$ cat config.mk
export PLATFORM = sky130hd
export DESIGN_NAME = multicycle_controller
export DESIGN_NICKNAME = d
export VERILOG_FILES = /design/src/rtl/multicycle_controller.sv
export SDC_FILE = /design/constraint.sdc
export NUM_CORES = 1
export LEC_CHECK = 0
export CORE_MARGIN = 3
export CORE_UTILIZATION = 46
export DETAILED_ROUTE_END_ITERATION = 6
export PLACE_DENSITY = 0.95
export SYNTH_ARGS = -nofsm -noshare
export SYNTH_HDL_FRONTEND = slang
export SYNTH_SLANG_ARGS = --single-unit
$ cat constraint.sdc
create_clock -name clk -period 2.59 [get_ports clk]
set_clock_uncertainty 0.1 [all_clocks]
set_input_delay 0.3885 -clock clk [delete_from_list [all_inputs] [get_ports clk]]
set_output_delay 0.3885 -clock clk [all_outputs]
set_load 0.005 [all_outputs]
$ cat src/rtl/multicycle_controller.sv
// multicycle_controller
// Moore control FSM for a multi-cycle RV32I datapath. One ALU and one memory
// port are shared across fetch, decode, execute, memory and writeback steps;
// this block sequences those steps and drives the datapath mux selects, the
// write strobes and the ALU operation every cycle.
module multicycle_controller #(
    parameter int ALUCTRL_W = 4,   // 3 = base op set, 4 adds shifts, XOR, SLTU
    parameter int WAIT_MEM  = 1    // 1 = memory states hold until mem_ready
) (
    input  logic                 clk,
    input  logic                 reset,
    input  logic [6:0]           op,
    input  logic [2:0]           funct3,
    input  logic                 funct7b5,
    input  logic                 zero,
    input  logic                 mem_ready,
    output logic                 pc_write,
    output logic                 ir_write,
    output logic                 reg_write,
    output logic                 mem_write,
    output logic                 adr_src,
    output logic [1:0]           alu_src_a,
    output logic [1:0]           alu_src_b,
    output logic [1:0]           result_src,
    output logic [2:0]           imm_src,
    output logic [ALUCTRL_W-1:0] alu_control,
    output logic                 illegal,
    output logic [3:0]           state
);

    // ------------------------------------------------------------------
    // Encodings
    // ------------------------------------------------------------------
    typedef enum logic [3:0] {
        S_FETCH    = 4'd0,
        S_DECODE   = 4'd1,
        S_MEMADR   = 4'd2,
        S_MEMREAD  = 4'd3,
        S_MEMWB    = 4'd4,
        S_MEMWRITE = 4'd5,
        S_EXECR    = 4'd6,
        S_EXECI    = 4'd7,
        S_ALUWB    = 4'd8,
        S_BRANCH   = 4'd9,
        S_JAL      = 4'd10,
        S_JALR     = 4'd11,
        S_LUI      = 4'd12,
        S_TRAP     = 4'd15
    } state_t;

    typedef enum logic [3:0] {
        ALU_ADD  = 4'd0,
        ALU_SUB  = 4'd1,
        ALU_AND  = 4'd2,
        ALU_OR   = 4'd3,
        ALU_XOR  = 4'd4,
        ALU_SLT  = 4'd5,
        ALU_SLL  = 4'd6,
        ALU_SRL  = 4'd7,
        ALU_SRA  = 4'd8,
        ALU_SLTU = 4'd9
    } alu_op_t;

    localparam logic [6:0] OP_LOAD   = 7'b0000011;
    localparam logic [6:0] OP_STORE  = 7'b0100011;
    localparam logic [6:0] OP_RTYPE  = 7'b0110011;
    localparam logic [6:0] OP_ITYPE  = 7'b0010011;
    localparam logic [6:0] OP_BRANCH = 7'b1100011;
    localparam logic [6:0] OP_JAL    = 7'b1101111;
    localparam logic [6:0] OP_JALR   = 7'b1100111;
    localparam logic [6:0] OP_LUI    = 7'b0110111;

    localparam logic [2:0] IMM_I = 3'b000;
    localparam logic [2:0] IMM_S = 3'b001;
    localparam logic [2:0] IMM_B = 3'b010;
    localparam logic [2:0] IMM_J = 3'b011;
    localparam logic [2:0] IMM_U = 3'b100;

    localparam logic [1:0] SRC_A_PC    = 2'b00;
    localparam logic [1:0] SRC_A_OLDPC = 2'b01;
    localparam logic [1:0] SRC_A_RD1   = 2'b10;

    localparam logic [1:0] SRC_B_RD2   = 2'b00;
    localparam logic [1:0] SRC_B_IMM   = 2'b01;
    localparam logic [1:0] SRC_B_FOUR  = 2'b10;

    localparam logic [1:0] RES_ALUOUT  = 2'b00;
    localparam logic [1:0] RES_DATA    = 2'b01;
    localparam logic [1:0] RES_ALURES  = 2'b10;
    localparam logic [1:0] RES_IMMEXT  = 2'b11;

    // Narrow ALU control cannot encode shifts, XOR or SLTU.
    localparam bit NARROW_ALU = (ALUCTRL_W < 4);

    // ------------------------------------------------------------------
    // Signals
    // ------------------------------------------------------------------
    state_t  state_q;
    state_t  state_d;
    alu_op_t alu_code;
    alu_op_t funct_op;
    logic    funct_unsupported;
    logic    mem_done;

    // With WAIT_MEM=0 the memory is assumed to answer every cycle.
    assign mem_done = (WAIT_MEM != 0) ? mem_ready : 1'b1;

    assign state = state_q;

    // Decode the ALU operation for register and immediate arithmetic.
    always_comb begin
        funct_op = ALU_ADD;
        case (funct3)
            3'b000:  funct_op = (op[5] && funct7b5) ? ALU_SUB : ALU_ADD;
            3'b001:  funct_op = ALU_SLL;
            3'b010:  funct_op = ALU_SLT;
            3'b011:  funct_op = ALU_SLTU;
            3'b100:  funct_op = ALU_XOR;
            3'b101:  funct_op = funct7b5 ? ALU_SRA : ALU_SRL;
            3'b110:  funct_op = ALU_OR;
            default: funct_op = ALU_AND;
        endcase
        funct_unsupported = NARROW_ALU &&
                            ((funct3 == 3'b001) || (funct3 == 3'b011) ||
                             (funct3 == 3'b100) || (funct3 == 3'b101));
    end

    // Next state and Moore outputs for the current state.
    always_comb begin
        // NOTE: every output and state_d gets a default before the case, so
        // no path through this block leaves a signal unassigned (no latches).
        state_d    = state_q;
        pc_write   = 1'b0;
        ir_write   = 1'b0;
        reg_write  = 1'b0;
        mem_write  = 1'b0;
        adr_src    = 1'b0;
        alu_src_a  = SRC_A_PC;
        alu_src_b  = SRC_B_RD2;
        result_src = RES_ALUOUT;
        imm_src    = IMM_I;
        alu_code   = ALU_ADD;
        illegal    = 1'b0;

        case (state_q)
            S_FETCH: begin
                // PC+4 computed on the ALU while the instruction is read.
                adr_src    = 1'b0;
                alu_src_a  = SRC_A_PC;
                alu_src_b  = SRC_B_FOUR;
                alu_code   = ALU_ADD;
                result_src = RES_ALURES;
                if (mem_done) begin
                    ir_write = 1'b1;
                    pc_write = 1'b1;
                    state_d  = S_DECODE;
                end
            end

            S_DECODE: begin
                // Speculative branch/jal target OldPC+imm into ALUOut.
                alu_src_a = SRC_A_OLDPC;
                alu_src_b = SRC_B_IMM;
                alu_code  = ALU_ADD;
                case (op)
                    OP_STORE:  imm_src = IMM_S;
                    OP_BRANCH: imm_src = IMM_B;
                    OP_JAL:    imm_src = IMM_J;
                    OP_LUI:    imm_src = IMM_U;
                    default:   imm_src = IMM_I;
                endcase
                case (op)
                    OP_LOAD, OP_STORE: state_d = S_MEMADR;
                    OP_RTYPE:          state_d = S_EXECR;
                    OP_ITYPE:          state_d = S_EXECI;
                    OP_BRANCH:         state_d = S_BRANCH;
                    OP_JAL:            state_d = S_JAL;
                    OP_JALR:           state_d = S_JALR;
                    OP_LUI:            state_d = S_LUI;
                    default:           state_d = S_TRAP;
                endcase
            end

            S_MEMADR: begin
                alu_src_a = SRC_A_RD1;
                alu_src_b = SRC_B_IMM;
                alu_code  = ALU_ADD;
                state_d   = op[5] ? S_MEMWRITE : S_MEMREAD;
            end

            S_MEMREAD: begin
                adr_src    = 1'b1;
                result_src = RES_ALUOUT;
                if (mem_done) begin
                    state_d = S_MEMWB;
                end
            end

            S_MEMWB: begin
                result_src = RES_DATA;
                reg_write  = 1'b1;
                state_d    = S_FETCH;
            end

            S_MEMWRITE: begin
                // Strobe and address held steady for the whole wait.
                adr_src    = 1'b1;
                result_src = RES_ALUOUT;
                mem_write  = 1'b1;
                if (mem_done) begin
                    state_d = S_FETCH;
                end
            end

            S_EXECR: begin
                alu_src_a = SRC_A_RD1;
                alu_src_b = SRC_B_RD2;
                alu_code  = funct_op;
                state_d   = funct_unsupported ? S_TRAP : S_ALUWB;
            end

            S_EXECI: begin
                alu_src_a = SRC_A_RD1;
                alu_src_b = SRC_B_IMM;
                alu_code  = funct_op;
                state_d   = funct_unsupported ? S_TRAP : S_ALUWB;
            end

            S_ALUWB: begin
                result_src = RES_ALUOUT;
                reg_write  = 1'b1;
                state_d    = S_FETCH;
            end

            S_BRANCH: begin
                // beq takes on zero, bne (funct3[0]=1) on non-zero.
                alu_src_a  = SRC_A_RD1;
                alu_src_b  = SRC_B_RD2;
                alu_code   = ALU_SUB;
                result_src = RES_ALUOUT;
                pc_write   = zero ^ funct3[0];
                state_d    = S_FETCH;
            end

            S_JAL: begin
                // PC <- target held in ALUOut; ALU forms the link OldPC+4.
                alu_src_a  = SRC_A_OLDPC;
                alu_src_b  = SRC_B_FOUR;
                alu_code   = ALU_ADD;
                result_src = RES_ALUOUT;
                pc_write   = 1'b1;
                state_d    = S_ALUWB;
            end

            S_JALR: begin
                // Register-relative target into ALUOut, then share JAL.
                alu_src_a = SRC_A_RD1;
                alu_src_b = SRC_B_IMM;
                imm_src   = IMM_I;
                alu_code  = ALU_ADD;
                state_d   = S_JAL;
            end

            S_LUI: begin
                imm_src    = IMM_U;
                result_src = RES_IMMEXT;
                reg_write  = 1'b1;
                state_d    = S_FETCH;
            end

            S_TRAP: begin
                illegal = 1'b1;
                state_d = S_TRAP;
            end

            default: begin
                // Unused encodings are treated as a trap.
                state_d = S_TRAP;
            end
        endcase

        // Reset aborts the instruction: no write may land in the reset cycle.
        if (reset) begin
            pc_write  = 1'b0;
            ir_write  = 1'b0;
            reg_write = 1'b0;
            mem_write = 1'b0;
        end
    end

    // Drive the ALU control at the configured width.
    assign alu_control = ALUCTRL_W'(alu_code);

    // State register with synchronous reset to FETCH.
    always_ff @(posedge clk) begin
        // NOTE: sequential state uses non-blocking assignment so every flop
        // samples pre-edge values regardless of block evaluation order.
        if (reset) begin
            state_q <= S_FETCH;
        end else begin
            state_q <= state_d;
        end
    end

endmodule

* Yosys cells after proc, flatten, opt, wreduce, memory -nomap -nowiden
Cells that the tools add are included.
** Storage, ports and cells
- Register bits :: 4
- Input bits :: 15
- Logic and storage cells :: 72
** Operators by class
- Equality and inequality tests :: 30
- Multiplexer cells :: 26
- Bitwise gates (word level) :: 1
- Reductions and logical operators :: 14
** Operators by type and width (number)
- 4-bit one-hot mux with 7 select lines :: 2
- 4-bit one-hot mux with 8 select lines :: 1
- 4-bit equality test (second input constant) :: 6
- 7-bit by 6-bit equality test with 1-bit output (second input constant) :: 3
- 7-bit equality test (second input constant) :: 3
- 4-bit by 3-bit equality test with 1-bit output (second input constant) :: 4
- 4-bit two-way mux :: 4
- 3-bit one-hot mux with 4 select lines :: 1
- 1-bit two-way mux :: 11
- 2-bit OR reduction :: 5
- 3-bit equality test (second input constant) :: 3
- 4-bit by 2-bit equality test with 1-bit output (second input constant) :: 2
- 2-bit one-hot mux with 2 select lines :: 2
- 4-bit one-hot mux with 2 select lines :: 1
- 4-bit OR reduction :: 2
- 7-bit by 2-bit equality test with 1-bit output (second input constant) :: 1
- 7-bit by 5-bit equality test with 1-bit output (second input constant) :: 1
- 3-bit by 2-bit equality test with 1-bit output (second input constant) :: 2
- 2-bit != test (second input constant) :: 3
- 2-bit one-hot mux with 3 select lines :: 1
- 3-bit one-hot mux with 2 select lines :: 1
- 3-bit OR reduction :: 2
- 5-bit OR reduction :: 1
- 4-bit by 1-bit equality test with 1-bit output (second input constant) :: 1
- 8 further kinds :: 8

* Depth between registers and ports, before layout
- Depth after elaboration :: 4
- Mapped depth :: 6
- Mapped depth without buffers :: 4

* Worst setup path after synthesis
No wires, ideal clock.
- Path type :: flip-flop to output port
- Start point :: reg state_q[1], in the netlist state[1]
- End point :: out pc_write
- Arrival :: 1.189 ns
- Required time :: 2.102 ns
- Path slack :: 0.913 ns
- Cell stages (with the launch flop) :: 6
- Path through :: dfxtp_1 > buf_4 > or3b_1 > a21oi_1 > a31oi_1 > nor3_2
** Between the ends
- Longest elaborated chain between the ends :: 3
- Elaborated cells on any way between the ends :: 5
** RTL lines
- start, declared :: RTL line 98 : state_t state_q;
- start signal, assigned :: RTL line 301 : state_q <= state_d;
- 4-bit equality test / 4-bit logical NOT (equally long branches) :: RTL line 145 : case (state_q)
- 1-bit one-hot mux with 3 select lines (*) :: RTL line 145
- 1-bit two-way mux (*) :: RTL line 283 : if (reset) begin
- end, declared :: RTL line 17 : output logic pc_write,
Every way passes the cells marked *; elsewhere a longest branch is shown, timed or not.

* Worst setup path after layout
- Start point :: in op[0]
- End point :: out imm_src[1]
** Between the ends
- Longest elaborated chain between the ends :: 3
- Elaborated cells on any way between the ends :: 6
** RTL lines
- start, declared :: RTL line 12 : input logic [6:0] op,
- 7-bit by 6-bit equality test with 1-bit output / 7-bit equality test (equally long branches) :: RTL line 165 : case (op)
- 3-bit one-hot mux with 4 select lines (*) :: RTL line 165
- 3-bit one-hot mux with 2 select lines (*) :: RTL line 145
- end, declared :: RTL line 25 : output logic [2:0] imm_src,
Marks and branches as above.

==> metrics.cfg <==
[setup_path]
critical_path_required_ps=2100
startpoint_type=primary input
crit_path_end_kind=output pin
worst-path-buf-inv=2
crit_family=buffers and inverters
crit_chain=clkdlybuf4s50_1 > nand2_1 > nor4_2 > nand2_1 > nor3_2 > clkdlybuf4s50_1
crit_path_top_delay_cell=clkdlybuf4s50_1
critical_path.max_stage_delay_ps=520
cp.arrival_ps=2090
crit_fanout=3
criticalPathCategory=primary input to output pin

[die]
num_io_pins=38
dieArea_um2=2541
num_rows=15
fp.coreArea_um2=1802
fp.dieW_um=50.41
initial_core_util_pct=50.35
die_y_um=50.41

[drt]
wl_per_cell_um=15.80
ant_nets=0
vias=1175
drtPass1Iterations=4
drt-initial-drc-count=51
routed_via_density=6.088
drc=0
routed_wl_mm=3.049

[placement]
hpwl_mm=2.234
port_buffers=37
routabilityCongestion=0.9114

[layout]
num_antenna_cells=0
seq_area_um2=82.58
area_growth_syn_to_layout_pct=51.72
fillers=148
largest_register_ffs=4
drive_gt1_share_pct=21.43
multi_input_area_um2=752.0
fin_nets=185

[global_routing]
overflow=0
grtUsageTotal_pct=23.27
grt_pass1_vias=1093
antenna_found_initial=0
grt_max_degree=24
grt_pass1_wl_mm=4.664

[power_and_ir_drop]
power_density_nw_per_um2=769.8
switching_share_pct=45.74
p_clk_share_pct=7.6
seqPwrFrac_pct=13.2
p_leak_nw=0.5688
internal-power_w=0.0005749
switchingPower_w=0.0004846
vdd_ir_drop_max_uv=379.0
combPwrFrac_pct=79.2

[status]
outcome=finished, final reports clean

[flow_run]
maxCapViolCount=0

[synth]
synth-edff-count=0
netlist_area_um2=907.1
seq_area_frac_synth_pct=8.828
syn_avg_cell_area_um2=7.087
syn-num-nets=143
synthArstFlopShare_pct=0
ys_types=58
ys_ff_latch=4
synth_warnings=0
ys.flop_type=dfxtp_1
synthCells=128

[timing]
slew_viol_final=0
setup_viol_count_final=0
tightest_slew_ps=399.7
tns_ps=0
clock.fmax_mhz=388.1
period_share_pct=99.49
rsz0062_at_grt=yes
holdWs_ps=620.8
slew_headroom_pct=73.13
report.final.hold_viol_count=0
finalCriticalPeriod_ps=2577

[clocking]
cts_hold_buffers=0
clock_path_buffers=2
clk_pin_slew_ps=40
cts_tree=yes
h-tree-depth=1
numCtsBuffers=3
cts.sinks=4
ctsRootBufferMaster=clkbuf_4
insertion_delay_ps=240

[min_path]
min_path_type=flip-flop to flip-flop

-- stage by stage --
stage | total power (W) | area (um2) | instances | setup slack, ps | utilization, %
after floorplan | 0.0006495 | 907.1 | 128 | 912.8 | -
after global placement | 0.0009237 | 1324 | 190 | 42.28 | 73.47
after detailed placement | 0.0009581 | 1324 | 190 | 4.919 | 73.47
after CTS | 0.001046 | 1348 | 193 | 18.87 | 74.79
after global routing | 0.001133 | 1376 | 193 | -34.93 | 76.39
final | 0.001060 | 1376 | 193 | 13.19 | 76.39
-- cells in the final DEF, fill, tap and decap left out, drive strengths merged, types with 3 or more instances in the layout --
cell type and count:
clkdlybuf4s50 32, buf 13, nor2 13, nand2 10
nor3 10, a21oi 8, nand2b 8, nor4 6
a31oi 4, dlymetal6s2s 4, nor2b 4, dfxtp 4
inv 3, o22ai 3, clkbuf 3, o21ai 3
a211oi 3
-- power by group through the flow --
| stage | sequential [W] | combinational, W | clock [W] |
|---|---|---|---|
| after detailed placement | 0.000136 | 0.000822 | 0 |
| after global placement | 0.000135 | 0.000789 | 0 |
| after floorplan | 0.000110 | 0.000540 | 0 |
| final | 0.000140 | 0.000839 | 0.0000800 |
| after CTS | 0.000138 | 0.000827 | 0.0000813 |
| after global routing | 0.000145 | 0.000902 | 0.0000866 |
-- logic make-up after synthesis --
logic type / after synthesis / synth area share, %
and+or+nand+nor: 64 / 43.04
DFF: 4 / 8.828
buffers and inverters: 16 / 10.34
muxes: 4 / 4.690
AOI/OAI and AO/OA: 37 / 30.21
xor gates and xnor gates: 3 / 2.897
-- synth_stat cells (2+ instances only) --
library cell,instances,area share [%]
a211oi_2,2,2.8
a21o_1,2,1.7
a21oi_1,8,4.4
a31oi_1,4,2.8
and4b_1,2,2.2
buf_2,4,2.2
buf_4,4,3.3
clkbuf_2,2,1.1
dfxtp_1,4,8.8
inv_1,3,1.2
mux2_2,2,2.5
mux2i_1,2,2.2
nand2_1,10,4.1
nand2b_1,6,4.1
nand2b_2,2,1.9
nor2_1,12,5.0
nor2b_1,3,2.1
nor3_1,9,5.0
nor4_1,4,2.8
o21ai_0,2,1.1
o22ai_1,3,2.1
xor2_1,2,1.9
-- what timing repair did --
item                       in CTS  in global routing
buffers inserted                0                  0
gates resized for setup         3                  8
setup endpoints to repair       3                  5
pin swaps                       0                  0
gates cloned                    0                  0
-- worst reg2reg max path, stage by stage (launching register included) --
cell,delay [ps]
dfxtp_2,460
buf_4,240
or2_4,170
nor4_4,60
a31o_1,210
o31a_1,290
-- layout make-up --
class,instances,share of cell area (%)
inverter,3,0.8182
multi-input combinational,108,54.64
timing repair buffer,50,34.64
sequential,4,6.000
clock buffer,3,1.636
tap,25,2.273
-- final timing paths --
path,start,endpoint,slack (ps),cells after the start
setup reg to reg,state[3],state[1],950,5
setup / recovery,op[0],imm_src[1],10,6
hold / removal,state[0],state[1],620,3
hold reg to reg,state[0],state[1],620,3
-- metal layers --
layer / global-route usage (%) / share of wire [%] / up-vias
li1: - / - / 564
met1: 25.09 / 38 / 520
met2: 43.48 / 51 / 80
met3: 3.858 / 7.7 / 11
met4: 10.76 / 2.6 / 0
met5: 0 / 0 / -
Power figures use the tool's default switching activity.
